<file path="config.mk">
export PLATFORM = sky130hd
export DESIGN_NAME = gcd_controller
export DESIGN_NICKNAME = d
export VERILOG_FILES = /design/src/rtl/gcd_controller.sv
export SDC_FILE = /design/constraint.sdc
export NUM_CORES = 1
export LEC_CHECK = 0
export CAP_MARGIN = 20
export CORE_MARGIN = 2
export CORE_UTILIZATION = 51
export CTS_CLUSTER_DIAMETER = 50
export DETAILED_ROUTE_END_ITERATION = 16
export PLACE_DENSITY = 0.84
export SKIP_LAST_GASP = 1
export SYNTH_ARGS = -nofsm -noshare
export SYNTH_HDL_FRONTEND = slang
export SYNTH_SLANG_ARGS = --single-unit
</file>
<file path="constraint.sdc">
create_clock -name clk -period 3 [get_ports clk]
set_input_delay 0.6 -clock clk [delete_from_list [all_inputs] [get_ports clk]]
set_output_delay 0.6 -clock clk [all_outputs]
set_load 0.05 [all_outputs]
</file>
<file path="src/rtl/gcd_controller.sv">
// gcd_controller
// ----------------------------------------------------------------------------
// FSM controller for a 16-bit subtract-and-compare GCD datapath. It loads
// operand A and then operand B from the shared data_in bus. It then steps the
// subtraction loop until the datapath reports equality. A watchdog ends a
// non-terminating run, which happens when one operand is zero.
//
// Optional feature (macro GCD_ABORT_EN):
//   When defined, adds an 'abort' input. If abort is high at a clock edge in
//   LOAD_A, LOAD_B or CALC, the controller returns to IDLE. No done pulse is
//   produced, err is left unchanged and iter_count holds its value.
//
// Parameters:
//   MAX_ITER   subtraction steps allowed before the watchdog fires
//   ITER_W     iteration counter width (2**ITER_W-1 >= MAX_ITER)
//
// Ports:
//   clk, rst_n      rising-edge clock, asynchronous active-low reset
//   start           run request, sampled only in IDLE
//   abort           (GCD_ABORT_EN only) cancel the current run
//   gt, lt, eq      datapath compare flags (A>B, A<B, A==B)
//   lda, ldb        load strobes for datapath registers A and B
//   sel1, sel2      subtractor minuend/subtrahend select (0=A, 1=B)
//   sel_in          register input select (1=data_in, 0=subtractor)
//   req_a, req_b    upstream must drive operand A / B on data_in this cycle
//   ready           controller is idle and will accept start
//   done            one-cycle completion pulse (also fires on watchdog error)
//   err             watchdog expired; sticky until the next accepted start
//   iter_count      subtraction steps of the last/current run
// ----------------------------------------------------------------------------
module gcd_controller #(
  parameter int MAX_ITER = 65535,
  parameter int ITER_W   = 16
) (
  input  logic              clk,
  input  logic              rst_n,
  input  logic              start,
`ifdef GCD_ABORT_EN
  input  logic              abort,
`endif
  input  logic              gt,
  input  logic              lt,
  input  logic              eq,
  output logic              lda,
  output logic              ldb,
  output logic              sel1,
  output logic              sel2,
  output logic              sel_in,
  output logic              req_a,
  output logic              req_b,
  output logic              ready,
  output logic              done,
  output logic              err,
  output logic [ITER_W-1:0] iter_count
);

  typedef enum logic [2:0] {
    IDLE,
    LOAD_A,
    LOAD_B,
    CALC,
    DONE,
    ERROR
  } state_t;

  localparam logic [ITER_W-1:0] MAX_CNT = ITER_W'(MAX_ITER);

  state_t state;
  state_t next_state;
  logic   run_accept;
  logic   iter_inc;
  logic   err_set;

  // State register plus the iteration counter and sticky error flag.
  // Both are cleared only when a new run is accepted, so they keep the
  // previous run's results while the controller sits in IDLE.
  always_ff @(posedge clk or negedge rst_n) begin
    if (!rst_n) begin
      state      <= IDLE;
      iter_count <= '0;
      err        <= 1'b0;
    end else begin
      state <= next_state;
      if (run_accept) begin
        iter_count <= '0;
        err        <= 1'b0;
      end else if (iter_inc) begin
        iter_count <= iter_count + ITER_W'(1);
      end
      if (err_set) begin
        err <= 1'b1;
      end
    end
  end

  // Next-state and strobe decode. In CALC the strobes are Mealy on the
  // compare flags. Equality wins over the watchdog, so a run that reaches
  // equality on exactly the MAX_ITER-th step still completes cleanly. An
  // all-zero flag set is treated as equality, so corrupt flags cannot spin
  // the loop.
  always_comb begin
    next_state = state;
    lda        = 1'b0;
    ldb        = 1'b0;
    sel1       = 1'b0;
    sel2       = 1'b0;
    sel_in     = 1'b0;
    req_a      = 1'b0;
    req_b      = 1'b0;
    ready      = 1'b0;
    done       = 1'b0;
    run_accept = 1'b0;
    iter_inc   = 1'b0;
    err_set    = 1'b0;

    case (state)
      IDLE: begin
        ready = 1'b1;
        if (start) begin
          next_state = LOAD_A;
          run_accept = 1'b1;
        end
      end
      LOAD_A: begin
        sel_in     = 1'b1;
        lda        = 1'b1;
        req_a      = 1'b1;
        next_state = LOAD_B;
      end
      LOAD_B: begin
        sel_in     = 1'b1;
        ldb        = 1'b1;
        req_b      = 1'b1;
        next_state = CALC;
      end
      CALC: begin
        if (eq || !(gt || lt)) begin
          next_state = DONE;
        end else if (iter_count == MAX_CNT) begin
          next_state = ERROR;
          err_set    = 1'b1;
        end else if (gt) begin
          sel2     = 1'b1;
          lda      = 1'b1;
          iter_inc = 1'b1;
        end else begin
          sel1     = 1'b1;
          ldb      = 1'b1;
          iter_inc = 1'b1;
        end
      end
      DONE: begin
        done       = 1'b1;
        next_state = IDLE;
      end
      ERROR: begin
        done       = 1'b1;
        next_state = IDLE;
      end
      default: begin
        next_state = IDLE;
      end
    endcase

`ifdef GCD_ABORT_EN
    // An abort during an active run drops every strobe. This prevents a
    // half-finished step from disturbing the datapath or the counter.
    if (abort && (state == LOAD_A || state == LOAD_B || state == CALC)) begin
      next_state = IDLE;
      lda        = 1'b0;
      ldb        = 1'b0;
      sel1       = 1'b0;
      sel2       = 1'b0;
      sel_in     = 1'b0;
      req_a      = 1'b0;
      req_b      = 1'b0;
      iter_inc   = 1'b0;
      err_set    = 1'b0;
    end
`endif
  end

endmodule
</file>
==> results of run 1 <==
metrics by stage:
| stage | std cells | worst slack [ns] | cell area [um^2] | utilization [%] |
|---|---|---|---|---|
| 4_1_cts | 181 | 0.115 | 1540 | 70.4 |
| 5_1_grt | 181 | 0.128 | 1550 | 70.6 |
| 2_1_floorplan | 121 | 0.145 | 1170 | - |
| 6_report | 181 | 0.225 | 1550 | 70.6 |
| 3_3_place_gp | 177 | 0.371 | 1510 | 68.7 |
| 3_5_place_dp | 177 | 0.320 | 1510 | 68.7 |
power by group through the flow:
stage	Combinational (mW)	Sequential [mW]	Clock, mW
floorplan	0.372	0.397	0
global placement	0.611	0.356	0
detailed placement	0.618	0.358	0
CTS	0.622	0.353	0.168
global route	0.653	0.359	0.175
finish	0.617	0.353	0.167
Yosys cell counts (3+ instances only):
cell type / number
dfrtp_1: 20
nand2_1: 11
a21oi_1: 8
nor4_1: 6
mux2i_1: 5
nand2b_1: 5
nand3_1: 5
nand4_1: 5
nor2_1: 5
o41ai_1: 4
inv_1: 3
nor3_1: 3
o211ai_1: 3
o21bai_1: 3
o31ai_1: 3
or4_1: 3
or4b_1: 3
state kept, by name (all words and copies together), names as in the netlist:
name        flops
iter_count     16
err             1
state           3
layer usage:
layer | wire [um] | global-route usage [%] | up-vias
met5 | 0 | 0 | -
met4 | 31 | 10.1 | 0
met3 | 225 | 4.31 | 4
met1 | 1140 | 29.5 | 538
li1 | - | - | 528
met2 | 1520 | 42.7 | 54
path summary, 6_finish.rpt:
kind                          startpoint        endpoint  slack [ns]  cells past startpoint
max                             state[1]          sel_in        0.23                      3
min                                  err             err        0.53                      1
max reg2reg                iter_count[3]   iter_count[9]        1.05                      4
min reg2reg                          err             err        0.53                      1
max in group asynchronous          rst_n   iter_count[7]        1.66                      1
min in group asynchronous          rst_n  iter_count[11]        0.78                      1
kinds of logic (layout without fill, tap and decap cells):
group / count (synthesis) / after routing / share of synthesized area [%]
fa+ha+maj: 1 / 1 / 1.07
buf+inv: 8 / 40 / 4.08
flops: 20 / 20 / 42.9
compound gates: 27 / 27 / 15.9
simple gates: 60 / 60 / 31.8
mux: 5 / 5 / 4.29
cell type report:
| type | instances | area [um^2] |
|---|---|---|
| tap | 28 | 35.0 |
| inverter | 3 | 11.3 |
| sequential | 20 | 500 |
| multi-input combinational | 93 | 624 |
| timing repair buffer | 33 | 340 |
| fill | 182 | 643 |
| clock buffer | 4 | 36.3 |
cell usage in the layout (no fill, tap or decap), types with 2 or more instances in the layout:
cell	netlist	layout
o41ai_1	4	4
nor2_1	5	5
a21oi_1	8	8
nor3b_1	2	2
or4_1	3	3
o21ai_0	2	2
inv_1	3	3
o31ai_1	3	3
o21bai_1	3	3
o211ai_1	3	3
buf_12	0	2
nand2b_1	5	5
nand2_1	11	11
mux2i_1	5	5
buf_4	0	4
and4_1	2	2
or4b_1	3	3
nor4_1	6	5
nor3_1	3	3
clkdlybuf4s50_1	0	27
nand3_1	5	5
nand4_1	5	5
clkbuf_4	0	3
dfrtp_1	20	20
critical path: stages, from the launching register on:
cell,delay [ns]
dfrtp_1,0.47
nor3b_1,0.38
or2_2,0.19
clkdlybuf4s50_1,0.80
repair_timing:
item,4_1_cts,5_1_grt
gates resized for setup,0,1
endpoints found under the setup margin,0,3
hold endpoints to repair,0,0
setup buffers,0,0
==> results summary, run 1 <==
The final period utilization is 92.5%. For this run, asynchronously set or reset flops after synthesis account for 100%. For the pin with the worst max-slew slack, the measured transition is 0.915 ns. The I/O pin count is 32.

TritonCTS built the clock tree. STA classifies the critical path startpoint as a flop. The clock share of power came out at 14.7%.

The total DRC errors in the routed layout is 0. The number of hold-repair buffers added at the cts stage came out at 0. The final critical delay including setup and external delays is 2.77 ns. Clock latency on the worst-skew pair, taken at its later pin, is 0.32 ns. In this run the worst hold path is classified as flop to flop. The initial core utilization came out at 53.2%. The endpoint required time on the critical path is 2.40 ns. Yosys attributes the largest share of cell area to dfrtp_1 43%, mux2i_1 4.3%, nand2_1 3.5%. The layout net count came out at 161.

The overall power consumption is 1.14 mW. The most used flip-flop cell after synthesis is dfrtp_1. The pin count of the biggest net entering global routing came out at 21. The sink count of the clock tree is 20. The proportion of synthesized chip area in sequential cells came out at 42.9%. The number of global-route vias before repair was 1081.

The worst slew margin relative to its limit came out at 38.8%. Net switching is 47.7% of the power. The horizontal extent of the die is 51.8 um. Max-cap violations in this run came to 0.

The flow ran to the end, and the final reports show no timing, DRC or antenna violations. The category of the worst setup path capture point is an output port. The internal portion of total power came out at 595 uW. The placed wire-length estimate after detailed placement came out at 2130 um. The share of cells above drive strength 1 is 9.80%.

For the final database, setup skew stands at 0.00830 ns. Setup repair after global routing left no endpoint under its margin. The upper clock frequency limit is 0.360 GHz. The longest clock path from root to sink contains 2 buffers. The core area came out at 2190 um^2.

The total CTS buffers came out at 3. The length of the first detailed-routing pass in iterations is 4. The fraction of synthesized cell area taken by the top area cell type came out at 42.9%. The number of DRC markers after the initial detailed-route iteration came out at 32. In this run, synthesis inferred 0 flip-flops with an integrated enable.

The synthesized design spends more area on one cell type than any other, namely dfrtp_1. STA puts the critical path data arrival time at 2.17 ns. The fraction of power consumed by sequential logic came out at 31.0%. The die covers 2680 um^2. Synthesis produced a netlist with a net count of 128. Global routing used 24.4% of the available tracks. In the final timing run, aggregate negative setup slack is 0 ns. The post-synthesis average cell area is 9.64 um^2. The switching component of the power came out at 542 uW. Dividing total power by cell area gives a power density of 735 nW/um^2. The via total after detailed routing is 1124.

The total number of yosys warnings is 0. The mapped cell area came out at 1170 um^2. The detailed-route wire length per cell is 16.1 um.

The floorplan has 17 rows. The largest vdd supply drop is 1.02 mV. The wire length of the first global-routing pass is 4860 um. The number of distinct library cells after synthesis is 39.

The clock-pin slew reported for the worst setup and hold paths after clock tree synthesis came out at 0.13 ns. The via-per-instance ratio came out at 6.21. The number of pins exceeding their max-slew limit in the final report is 0. The number of hold-slack violations in the final timing report is 0.

The maximum level of the CTS H-tree is 1. Synthesis produced 121 cells. The maximum fanout encountered on the critical timing path is 6.

The global route total overflow is 0. The final hold slack came out at 0.527 ns. The logic gate share of total power came out at 54.3%. The total of flip-flops plus latches after synthesis came out at 20. The tree is rooted in a clkbuf_4. The initial antenna violation count came to 0. The vertical extent of the die is 51.8 um.

The count of nets left with antenna violations after detail routing came out at 0. From synthesis to final layout, the design area changed by 32.7%. For this block, the routed nets add up to 2920 um of wire.

The final antenna diode count came out at 0. The setup violation total in the final timing report came out at 0. The leakage power came out at 0.596 nW.

Routability-driven placement finished with a final weighted congestion of 0.844. The critical path in this run is classified as flop to output port. The number of buffers inserted by port buffering came out at 31.
Power figures use the tool's default switching activity.
==> run 2, diff against run 1 <==
--- a/config.mk
+++ b/config.mk
@@ -12,6 +12,7 @@
 export DETAILED_ROUTE_END_ITERATION = 16
 export PLACE_DENSITY = 0.84
 export SKIP_LAST_GASP = 1
+export SLEW_MARGIN = 15
 export SYNTH_ARGS = -nofsm -noshare
 export SYNTH_HDL_FRONTEND = slang
 export SYNTH_SLANG_ARGS = --single-unit
==> results of run 2 <==
Same layout as run 1: the final DEF is identical, and so are final timing and power.
==> run 3, diff against run 2 <==
--- a/config.mk
+++ b/config.mk
@@ -6,7 +6,7 @@
 export NUM_CORES = 1
 export LEC_CHECK = 0
 export CAP_MARGIN = 20
-export CORE_MARGIN = 2
+export CORE_MARGIN = 1
 export CORE_UTILIZATION = 51
 export CTS_CLUSTER_DIAMETER = 50
 export DETAILED_ROUTE_END_ITERATION = 16
==> run 3 against run 2 <==
Sequential cell count did not move. Final area fell by 1.4%. Global-route usage rose by 1.4 points. Clock skew fell by 0.0073 ns. First-iteration DRC count rose by 31%. Final cell count fell by 1.1%. Critical endpoint unchanged. Largest cell class unchanged.
==> results summary, run 3 (synthesized netlist as in run 1, its figures left out) <==
The flow ran to the end, and the final reports show no timing, DRC or antenna violations. The worst slew margin relative to its limit came out at 37.8% (-1.0 points). The final critical delay including setup and external delays came out at 2.76 ns (-0.0170 ns). The count of maximum capacitance violations is 0 (unchanged).

The cell depth of the worst min-delay path is 1 (unchanged). In the layout the commonest cells are 27 x clkdlybuf4s50_1, 20 x dfrtp_1, 11 x nand2_1. The share of cells above drive strength 1 is 8.55% (-1.3 points).

From synthesis to final layout, the design area changed by 30.9%. The number of DRC markers after the initial detailed-route iteration came out at 42 (+31%). Walking the worst path, the cells encountered are nor3b_1, or2_2, clkdlybuf4s50_1. The clock insertion delay at the later pin of the skew report came out at 0.29 ns (-0.03 ns). The CTS tree is done. The length of the first detailed-routing pass in iterations came to 4 (unchanged). By startpoint and endpoint, the worst setup path is classified as flop to output port.

The maximum level of the CTS H-tree was 1 (unchanged). The finished layout cell area is 1530 um^2 (-1.4%). The clock-pin slew reported for the worst setup and hold paths after clock tree synthesis is 0.11 ns (-0.02 ns). The setup TNS came out at 0 ns (unchanged). The number of buffers inserted by port buffering is 31 (unchanged). The maximum clock insertion buffer count is 2 (unchanged). The die area came to 2480 um^2 (-7.6%). The pin count of the biggest net entering global routing came out at 21 (unchanged).

The global-route usage over all layers came out at 25.8% (+1.4 points). The largest register by flop count is iter_count. The wire length of the first global-routing pass was 4860 um (unchanged).

In this run the most critical hold path is launched from err. The maximum fanout encountered on the critical timing path came out at 6 (unchanged). The number of cells traversed by the worst register-to-register path came out at 5 (+1). The category of the worst setup path capture point is an output port. The number of flip-flops in the largest register came out at 16 (unchanged). The count of nets left with antenna violations after detail routing was 0 (unchanged). The quantity of gates resized following cts was 0 (unchanged).

The number of hold-repair buffers added at the cts stage was 0 (unchanged). The initial antenna violation count came out at 0 (unchanged). The overall power consumption came out at 1.11 mW (-2.5%). The arrival time reported for the critical path endpoint is 2.16 ns (about the same). The fraction of power consumed by sequential logic came to 32.1% (+1.1 points).

The global route total overflow is 0 (unchanged). In the final layout, the registers with the most flip-flops are iter_count x16, state x3, err x1. The final antenna diode count is 0 (unchanged).

The switching component of the power is 542 uW (-0.13%). The cell area after placement came out at 1500 um^2 (about the same). The detailed-route wire length per cell came to 16.1 um (about the same). The final worst setup slack came out at 0.243 ns (+0.0170 ns). The upper clock frequency limit came to 0.363 GHz (+0.62%).

The setup fix buffers added after clock tree synthesis came out at 0 (unchanged). The core area is 2060 um^2 (-5.9%). On the critical path, the stage with the largest delay is an instance of clkdlybuf4s50_1. The most common library cell in the layout ignoring fill and taps is clkdlybuf4s50_1. The worst clock skew on the final layout was 0.00101 ns (-0.00729 ns). The layout net count was 161 (unchanged).

The cell at the root of the clock tree is clkbuf_4. The final weighted congestion in routability-driven placement is 0.880 (+4.3%). The placed wire-length estimate after detailed placement came out at 2150 um (+1.2%).

The vertical extent of the die is 49.8 um (-3.9%). The internal portion of total power is 568 uW (-4.6%). The setup violation total in the final timing report is 0 (unchanged). The leakage power came out at 0.589 nW (-1.2%).

The instance count after placement with tap cells included is 176 (-0.56%). The critical path launch point type is a flop. The post-placement setup slack is 0.325 ns (+0.00506 ns). The transition time at the pin with the least slew margin came out at 0.929 ns (+0.0149 ns). The logic gate share of total power was 56.3% (+2.0 points). The final routed wirelength across all metal layers is 2890 um (-1.1%).

The horizontal extent of the die came to 49.8 um (-3.9%). The startpoint identified for the worst register-to-register timing path is iter_count[0]. The final hold slack came to 0.525 ns (-0.00143 ns).

The via total after detailed routing is 1130 (+0.53%). The biggest cell delay along the critical path is 0.80 ns (about the same). The layer flagged by global routing as most heavily used is met2. The fraction of met2 tracks used by global routing came out at 46.2% (+3.4 points). The number of standard cells in the layout, taps in and fillers out is 179 (-1.1%). The endpoint required time on the critical path is 2.40 ns (about the same). The number of hold-slack violations in the final timing report is 0 (unchanged). The total DRC errors in the routed layout came out at 0 (unchanged). The power per cell area is 727 nW/um^2 (-1.1%). In this run the worst setup path begins at state[1].

The number of global-route vias before repair came out at 1085 (+0.37%). The met3 usage was 3.40% (-0.92 points). The largest vdd supply drop came out at 1.02 mV (about the same). The switching fraction of total power came out at 48.8% (+1.1 points). The min-delay analysis places its worst path in the category flop to flop. The sink count of the clock tree came out at 20 (unchanged).

The number of pins exceeding their max-slew limit in the final report is 0 (unchanged). Setup repair after global routing left no endpoint under its margin. The utilization of the core after routing came out at 74.0% (+3.4 points). The met1 demand-to-capacity share in global routing came out at 31.7% (+2.2 points). The floorplan row count came out at 16 (-1).

The initial core utilization is 56.6% (+3.3 points). The I/O pin count came out at 32 (unchanged). The final period utilization was 91.9% (-0.57 points).

The total CTS buffers is 3 (unchanged). The via-per-instance ratio is 6.31 (+1.7%). The clock share of power came to 11.6% (-3.1 points).
[run 3: cell types whose count changed in the layout (fill, tap and decap cells not counted), sizes merged]
| cell | change |
|---|---|
| clkbuf | -1 |
[run 3: routing by layer]
metal / share of wire, % / wire (um) / vias up
li1: - / - / 536
met1: 44 / 1270 / 549
met5: 0 / 0 / -
met2: 51 / 1470 / 41
met3: 4.5 / 129 / 4
met4: 0.69 / 20 / 0
[run 3: power by group through the flow]
stage / Clock [mW] / Sequential, mW / Combinational, mW
2_1_floorplan: 0 / 0.397 / 0.372
5_1_grt: 0.138 / 0.364 / 0.656
3_5_place_dp: 0 / 0.361 / 0.624
4_1_cts: 0.130 / 0.356 / 0.628
6_report: 0.129 / 0.356 / 0.624
3_3_place_gp: 0 / 0.355 / 0.615
[run 3: layout make-up]
cell class	instances	area (um^2)
multi-input cells	93	618
clock buffers	3	22.5
fillers	145	536
flip-flops and latches	20	500
well taps	27	33.8
inverters	3	11.3
repair buffers	33	340
[run 3: critical path, delay by kind of cell (launching register included)]
family,cells,cell delay (ns)
flip-flops,1,0.47
buffers and inverters,1,0.80
AND/OR/NAND/NOR,2,0.59
[run 3: path summary, 6_finish.rpt]
kind                            slack, ns              to
max in group asynchronous            1.63        state[0]
worst min register to register       0.53             err
worst min-delay path                 0.53             err
worst max register to register       1.10  iter_count[12]
min in group asynchronous            0.81  iter_count[12]
worst max-delay path                 0.24          sel_in
